`config.mk`:
```
export PLATFORM = sky130hd
export DESIGN_NAME = bus_xfer_ctrl_flat
export DESIGN_NICKNAME = d
export VERILOG_FILES = /design/src/rtl/bus_xfer_pkg.sv /design/src/rtl/bus_xfer_ctrl_if.sv /design/src/rtl/bus_regfile.sv /design/src/rtl/bus_xfer_ctrl.sv /design/src/flat_wrapper.sv
export SDC_FILE = /design/constraint.sdc
export NUM_CORES = 1
export LEC_CHECK = 0
export ABC_AREA = 0
export CAP_MARGIN = 20
export CORE_UTILIZATION = 50
export DETAILED_ROUTE_END_ITERATION = 8
export HOLD_SLACK_MARGIN = 0.08
export PLACE_DENSITY = 0.79
export REMOVE_ABC_BUFFERS = 1
export SETUP_SLACK_MARGIN = 0.3
export SLEW_MARGIN = 20
export SYNTH_ARGS = -nofsm -noshare
export SYNTH_HDL_FRONTEND = slang
export SYNTH_SLANG_ARGS = --single-unit
```
`constraint.sdc`:
```
create_clock -name clk -period 1.8 [get_ports clk]
set_clock_uncertainty 0.15 [all_clocks]
set_input_delay 0.36 -clock clk [delete_from_list [all_inputs] [get_ports clk]]
set_output_delay 0.36 -clock clk [all_outputs]
set_load 0.02 [all_outputs]
```
`src/rtl/bus_xfer_pkg.sv`:
```
// Shared types for the bus transfer sequencer: opcodes, FSM states and the
// default data width.
package bus_xfer_pkg;

  localparam int W_DEF = 4;

  typedef enum logic [1:0] {
    OP_MOV   = 2'b00,
    OP_LOAD  = 2'b01,
    OP_STORE = 2'b10,
    OP_RSVD  = 2'b11
  } op_t;

  typedef enum logic [1:0] {
    S_IDLE  = 2'd0,
    S_DRIVE = 2'd1,
    S_LATCH = 2'd2
  } state_t;

endpackage

```
`src/rtl/bus_xfer_ctrl_if.sv`:
```
// Command handshake plus the tristate bus side of the transfer sequencer.
// Handshake: a command transfers on a rising edge where cmd_valid & cmd_ready;
// the master holds cmd_* stable until then, cmd_ready never depends on cmd_valid.
interface bus_xfer_ctrl_if #(
  parameter int W    = bus_xfer_pkg::W_DEF,
  parameter int NREG = 4
);
  localparam int IW = $clog2(NREG);

  logic          cmd_valid;
  logic          cmd_ready;
  logic [1:0]    cmd_op;
  logic [IW-1:0] cmd_src;
  logic [IW-1:0] cmd_dst;
  logic [W-1:0]  ext_in;
  logic [W-1:0]  bus_i;
  logic          bus_c;
  logic [W-1:0]  bus_z;

  modport master (
    output cmd_valid, cmd_op, cmd_src, cmd_dst, ext_in, bus_z,
    input  cmd_ready, bus_i, bus_c
  );

  modport slave (
    input  cmd_valid, cmd_op, cmd_src, cmd_dst, ext_in, bus_z,
    output cmd_ready, bus_i, bus_c
  );

endinterface

```
`src/rtl/bus_regfile.sv`:
```
// NREG x W register bank: one synchronous write port, a source read port
// and a debug read port, both combinational.
module bus_regfile #(
  parameter int W    = 4,
  parameter int NREG = 4
) (
  input  logic                    clk,
  input  logic                    rst,
  input  logic                    we,
  input  logic [$clog2(NREG)-1:0] waddr,
  input  logic [W-1:0]            wdata,
  input  logic [$clog2(NREG)-1:0] raddr,
  output logic [W-1:0]            rdata,
  input  logic [$clog2(NREG)-1:0] rd_idx,
  output logic [W-1:0]            rd_data
);

  logic [W-1:0] regs [NREG];

  always_ff @(posedge clk) begin
    if (rst) begin
      for (int i = 0; i < NREG; i++) regs[i] <= '0;
    end else if (we) begin
      regs[waddr] <= wdata;
    end
  end

  assign rdata   = regs[raddr];
  assign rd_data = regs[rd_idx];

endmodule

```
`src/rtl/bus_xfer_ctrl.sv`:
```
// Upstream sequencer for the shared tristate bus: accepts MOV/LOAD/STORE
// commands, drives the bus for SETTLE cycles, then samples it. Optional
// completion counter enabled by BUS_XFER_COUNT_EN.
module bus_xfer_ctrl
  import bus_xfer_pkg::*;
#(
  parameter int W      = W_DEF,
  parameter int NREG   = 4,
  parameter int SETTLE = 1
) (
  input  logic                    clk,
  input  logic                    rst,
  bus_xfer_ctrl_if.slave          bus,
  output logic [W-1:0]            ext_out,
  output logic                    done,
  output logic                    err,
  input  logic [$clog2(NREG)-1:0] rd_idx,
  output logic [W-1:0]            rd_data,
  output state_t                  dbg_state
`ifdef BUS_XFER_COUNT_EN
  ,
  output logic [7:0]              xfer_cnt
`endif
);

  localparam int IW = $clog2(NREG);
  localparam int CW = (SETTLE > 1) ? $clog2(SETTLE) : 1;
  localparam logic [CW-1:0] CNT_LOAD = CW'(SETTLE - 1);

  state_t        state, state_nx;
  op_t           op_q;
  op_t           op_in;
  logic [IW-1:0] dst_q;
  logic [W-1:0]  bus_i_q;
  logic [W-1:0]  src_data;
  logic [CW-1:0] cnt;
  logic          accept;
  logic          we;

  assign op_in     = op_t'(bus.cmd_op);
  assign accept    = bus.cmd_valid & bus.cmd_ready;
  assign dbg_state = state;
  assign bus.bus_i = bus_i_q;

  always_ff @(posedge clk) begin
    if (rst) state <= S_IDLE;
    else     state <= state_nx;
  end

  // Reserved ops skip DRIVE so the bus is never enabled for them.
  always_comb begin
    state_nx = state;
    unique case (state)
      S_IDLE:  if (accept) state_nx = (op_in == OP_RSVD) ? S_LATCH : S_DRIVE;
      S_DRIVE: if (cnt == '0) state_nx = S_LATCH;
      S_LATCH: state_nx = S_IDLE;
      default: state_nx = S_IDLE;
    endcase
  end

  always_comb begin
    bus.cmd_ready = (state == S_IDLE);
    bus.bus_c     = (state == S_DRIVE) || ((state == S_LATCH) && (op_q != OP_RSVD));
    done          = (state == S_LATCH);
    err           = (state == S_LATCH) && (op_q == OP_RSVD);
    we            = (state == S_LATCH) && ((op_q == OP_MOV) || (op_q == OP_LOAD));
  end

  always_ff @(posedge clk) begin
    if (rst) begin
      op_q    <= OP_MOV;
      dst_q   <= '0;
      bus_i_q <= '0;
      cnt     <= '0;
      ext_out <= '0;
    end else begin
      if (state == S_IDLE && accept) begin
        op_q  <= op_in;
        dst_q <= bus.cmd_dst;
        cnt   <= CNT_LOAD;
        if (op_in == OP_LOAD)      bus_i_q <= bus.ext_in;
        else if (op_in != OP_RSVD) bus_i_q <= src_data;
      end else if (state == S_DRIVE && cnt != '0) begin
        cnt <= cnt - CW'(1);
      end
      if (state == S_LATCH && op_q == OP_STORE) ext_out <= bus.bus_z;
    end
  end

`ifdef BUS_XFER_COUNT_EN
  always_ff @(posedge clk) begin
    if (rst)       xfer_cnt <= '0;
    else if (done) xfer_cnt <= xfer_cnt + 8'd1;
  end
`endif

  bus_regfile #(
    .W    (W),
    .NREG (NREG)
  ) u_regs (
    .clk     (clk),
    .rst     (rst),
    .we      (we),
    .waddr   (dst_q),
    .wdata   (bus.bus_z),
    .raddr   (bus.cmd_src),
    .rdata   (src_data),
    .rd_idx  (rd_idx),
    .rd_data (rd_data)
  );

endmodule

```
`src/flat_wrapper.sv`:
```
// flat-port wrapper written by rule: the top's interface ports become plain ports
module bus_xfer_ctrl_flat import bus_xfer_pkg::*;
#(
  parameter int W      = W_DEF,
  parameter int NREG   = 4,
  parameter int SETTLE = 1
)
  (clk, rst, ext_out, done, err, rd_idx, rd_data, dbg_state, bus_cmd_valid, bus_cmd_op, bus_cmd_src, bus_cmd_dst, bus_ext_in, bus_bus_z, bus_cmd_ready, bus_bus_i, bus_bus_c);
  bus_xfer_ctrl_if #(.W(W), .NREG(NREG)) bus_i ();
  input  logic clk;
  input  logic rst;
  output logic [W-1:0] ext_out;
  output logic done;
  output logic err;
  input  logic [$clog2(NREG)-1:0] rd_idx;
  output logic [W-1:0] rd_data;
  output state_t dbg_state;
  input wire logic [$bits(bus_i.cmd_valid)-1:0] bus_cmd_valid;
  input wire logic [$bits(bus_i.cmd_op)-1:0] bus_cmd_op;
  input wire logic [$bits(bus_i.cmd_src)-1:0] bus_cmd_src;
  input wire logic [$bits(bus_i.cmd_dst)-1:0] bus_cmd_dst;
  input wire logic [$bits(bus_i.ext_in)-1:0] bus_ext_in;
  input wire logic [$bits(bus_i.bus_z)-1:0] bus_bus_z;
  output wire logic [$bits(bus_i.cmd_ready)-1:0] bus_cmd_ready;
  output wire logic [$bits(bus_i.bus_i)-1:0] bus_bus_i;
  output wire logic [$bits(bus_i.bus_c)-1:0] bus_bus_c;
  assign bus_i.cmd_valid = bus_cmd_valid;
  assign bus_i.cmd_op = bus_cmd_op;
  assign bus_i.cmd_src = bus_cmd_src;
  assign bus_i.cmd_dst = bus_cmd_dst;
  assign bus_i.ext_in = bus_ext_in;
  assign bus_i.bus_z = bus_bus_z;
  assign bus_cmd_ready = bus_i.cmd_ready;
  assign bus_bus_i = bus_i.bus_i;
  assign bus_bus_c = bus_i.bus_c;
  bus_xfer_ctrl #(.W(W), .NREG(NREG), .SETTLE(SETTLE)) u_core (.clk(clk), .rst(rst), .bus(bus_i), .ext_out(ext_out), .done(done), .err(err), .rd_idx(rd_idx), .rd_data(rd_data), .dbg_state(dbg_state));
endmodule
```
==> results of run 1 <==
[worst paths after layout]
path | startpoint | endpoint | slack (ns) | cells past startpoint
min reg2reg | u_core.bus.bus_i[1] | u_core.bus.bus_i[1] | 0.31 | 2
max | u_core.u_regs.regs[3][1] | rd_data[1] | -0.11 | 2
max reg2reg | u_core.dbg_state[0] | u_core.u_regs.regs[0][2] | 0.12 | 5
min | u_core.bus.bus_i[1] | u_core.bus.bus_i[1] | 0.31 | 2
[critical path: cells and delay by family, from the launching register on]
family | cells | cell delay, ns
mux | 1 | 0.49
buf+inv | 1 | 0.15
flops | 1 | 0.43
[cell type report]
| type | count | share of cell area [%] |
|---|---|---|
| clock buffer | 5 | 1.520 |
| multi-input combinational | 89 | 35.76 |
| timing repair buffer | 66 | 26.04 |
| sequential | 31 | 31.81 |
| inverter | 7 | 1.064 |
| clock inverter | 3 | 1.570 |
| tap | 44 | 2.229 |
[routing by layer]
| metal | up-vias | share of wire (%) | wire [um] | GRT usage (%) |
|---|---|---|---|---|
| li1 | 635 | - | - | - |
| met1 | 656 | 43 | 1758 | 30.67 |
| met2 | 51 | 49 | 1997 | 41.25 |
| met3 | 9 | 5.3 | 214 | 5.459 |
| met4 | 0 | 1.8 | 72 | 10.88 |
| met5 | - | 0 | 0 | 0 |
[logic make-up after synthesis]
kind of cell | Yosys count
and+or+nand+nor | 53
DFF | 31
AOI/OAI and AO/OA | 20
muxes | 16
buffers and inverters | 15
[power groups by stage]
stage               clock, mW  combinational [mW]  sequential [mW]
floorplan                   0               0.130            0.823
global placement            0               0.305            0.809
detailed placement          0               0.311            0.810
CTS                     0.542               0.344            0.796
global route            0.561               0.391            0.798
finish                  0.528               0.368            0.796
[through the flow]
step | TNS (ns) | worst slack (ns) | hold slack [ns] | area (um2)
after floorplan | -0.09012 | -0.05084 | 0.2824 | 1588
after global placement | -5.541 | -0.7488 | 0.2945 | 2168
after detailed placement | -5.679 | -0.7805 | 0.3025 | 2168
after CTS | -0.4670 | -0.1257 | 0.3180 | 2387
after global routing | -0.5265 | -0.1344 | 0.3428 | 2470
final | -0.4184 | -0.1109 | 0.3125 | 2470
[registers in the layout, summed over array words and instances (netlist names)]
register	flops
u_core.bus.bus_i	4
u_core.dst_q	2
u_core.op_q	2
u_core.dbg_state	2
u_core.ext_out	4
u_core.cnt	1
u_core.u_regs.regs	16
[cells in the final DEF (no fill, tap or decap), types with 2 or more instances in the layout]
cell	n
a2111oi_2	3
and2_4	12
and3_4	4
buf_4	16
buf_6	22
buf_8	2
clkbuf_2	3
clkbuf_4	5
clkdlybuf4s15_2	5
clkdlybuf4s50_1	13
dfxtp_1	13
dlygate4sd2_1	3
edfxtp_1	16
inv_1	6
mux2_2	4
mux2i_1	8
mux4_2	4
nand2_1	3
nor2_1	9
nor2b_1	4
nor3_4	2
nor3b_1	4
nor4b_4	2
o211ai_1	4
o32ai_1	3
or2_4	3
[repair_timing]
action	CTS	global route
hold buffers	0	0
hold endpoints to repair	0	0
pin swaps	17	11
endpoints found under the setup margin	46	57
setup buffers	6	2
resized for setup	115	28
==> metrics.txt, run 1 <==
Placed Cells=between 200 and 250; Iteration-0 DRC Markers=92; GRT Total Usage=24.77%; Final WS setup=-0.1109 ns; vias in the first global route=1364; Sw Share=25.51%; routed wire length=4043 um; Worst-Margin Slew=0.3705 ns; share of post-route cells with drive strength above 1=51.74%; Cell Count, Final, Fillers Out=245; Worst IR Drop VDD=between 0.0008 and 0.0009 V; Compound-Gate Fraction of Synth Area=10.92%; critical-path cell list=mux4_2 > buf_6; Slew Viols, Final=0; Syn Std Cell Area=0.001650 mm2; largest cells by area after synthesis=edfxtp_1, dfxtp_1, mux4_2; EDFF count, synth=16; clock latency on the worst-skew pair=0.33 ns; Worst setup SP type=flip-flop; global route total overflow=0; total power=1.691 mW; Boundary Pins=37; Synth Register Bits=31; die width=approximately 59 um; Worst-path clk slew=about 0.10 ns; CP required=1.29 ns; Layout area overhead=49.66%; Post-synth ARST share=0%; CP arrival=1.40 ns; CTS tree=built; clock buffer count from CTS=5; Synth top cells by count=edfxtp_1, dfxtp_1, and2_1, nor2_1, mux2i_1; Core Footprint=0.003103 mm2; Pwr per Cell Area=between 600 and 700 mW/mm2; crit path kind=reg2out; die area=0.003534 mm2; largest net degree at the start of global routing=12; initial antenna violation count=0; failing checks=setup timing; Leak=0.9741 nW; CP Capture Type=primary output; Comb power frac=21.7%; Syn Inst Count=135; Antenna Nets Post-Route=0; RSZ-0062 raised after global routing=true; final core utilization=between 70 and 80%; NetSw=0.4314 mW; TritonRoute pass-1 iters=4; Fin. Hold Viols=0; Max Buffers Root-to-Sink=2; port bufs=36; # clock sinks=31; most common cell in the netlist=edfxtp_1; Post-Synth Simple-Gate Area=23.35%; Max stage delay on crit path=0.49 ns; Vias=between 1000 and 1500; Peak Freq=523.3 MHz; HP Class=reg2reg; H-tree depth=2; Mean Syn Cell Area=~12 um2; fin nets=219; Synth Area in XOR/XNOR=0%; area of the multi-input gates=883.3 um2; Slowest-stage cell, CP=mux4_2; register area share after synthesis=a little under half; Post-Synth Adder-Cell Area=0%; Main synth FF type=edfxtp_1; Fill cells=196; Clk pwr share=31.2%; antenna cells=0; leading area contributor after synthesis=edfxtp_1; Slew HR=74.66%; Initial Utilization=53.19%; first-pass GRT wire length=6258 um; Final Wtd Congestion=just under 0.9; internal power=1.260 mW; final setup vio count=4; Detailed Place HPWL=~2700 um; routed len/inst=between 15 and 20 um; top-area cell type share of the netlist area=between 20 and 30%; mux contribution to synthesized area=13.04%; Final period util=106.2%; crit path max fanout=2; main combinational cell family by area after synthesis=simple AND/OR/NAND/NOR gates; outcome=complete, but fails checks; Die Span Y=59.45 um; Site Rows=20; Sequential Power Share=47.0%; Distinct cells, synth=43; Residual DRC=0; Vias/cell=5.514; Reg area=approximately 790 um2; root buf cell=clkbuf_4; synth warn=0; Tmin final=1.911 ns; maxcap violations=0
Power figures use the tool's default switching activity.
==> inputs of run 2 (changes only) <==
- CAP_MARGIN: 20 -> 0
==> results of run 2 <==
Same layout as run 1: the final DEF is identical, and so are final timing and power.
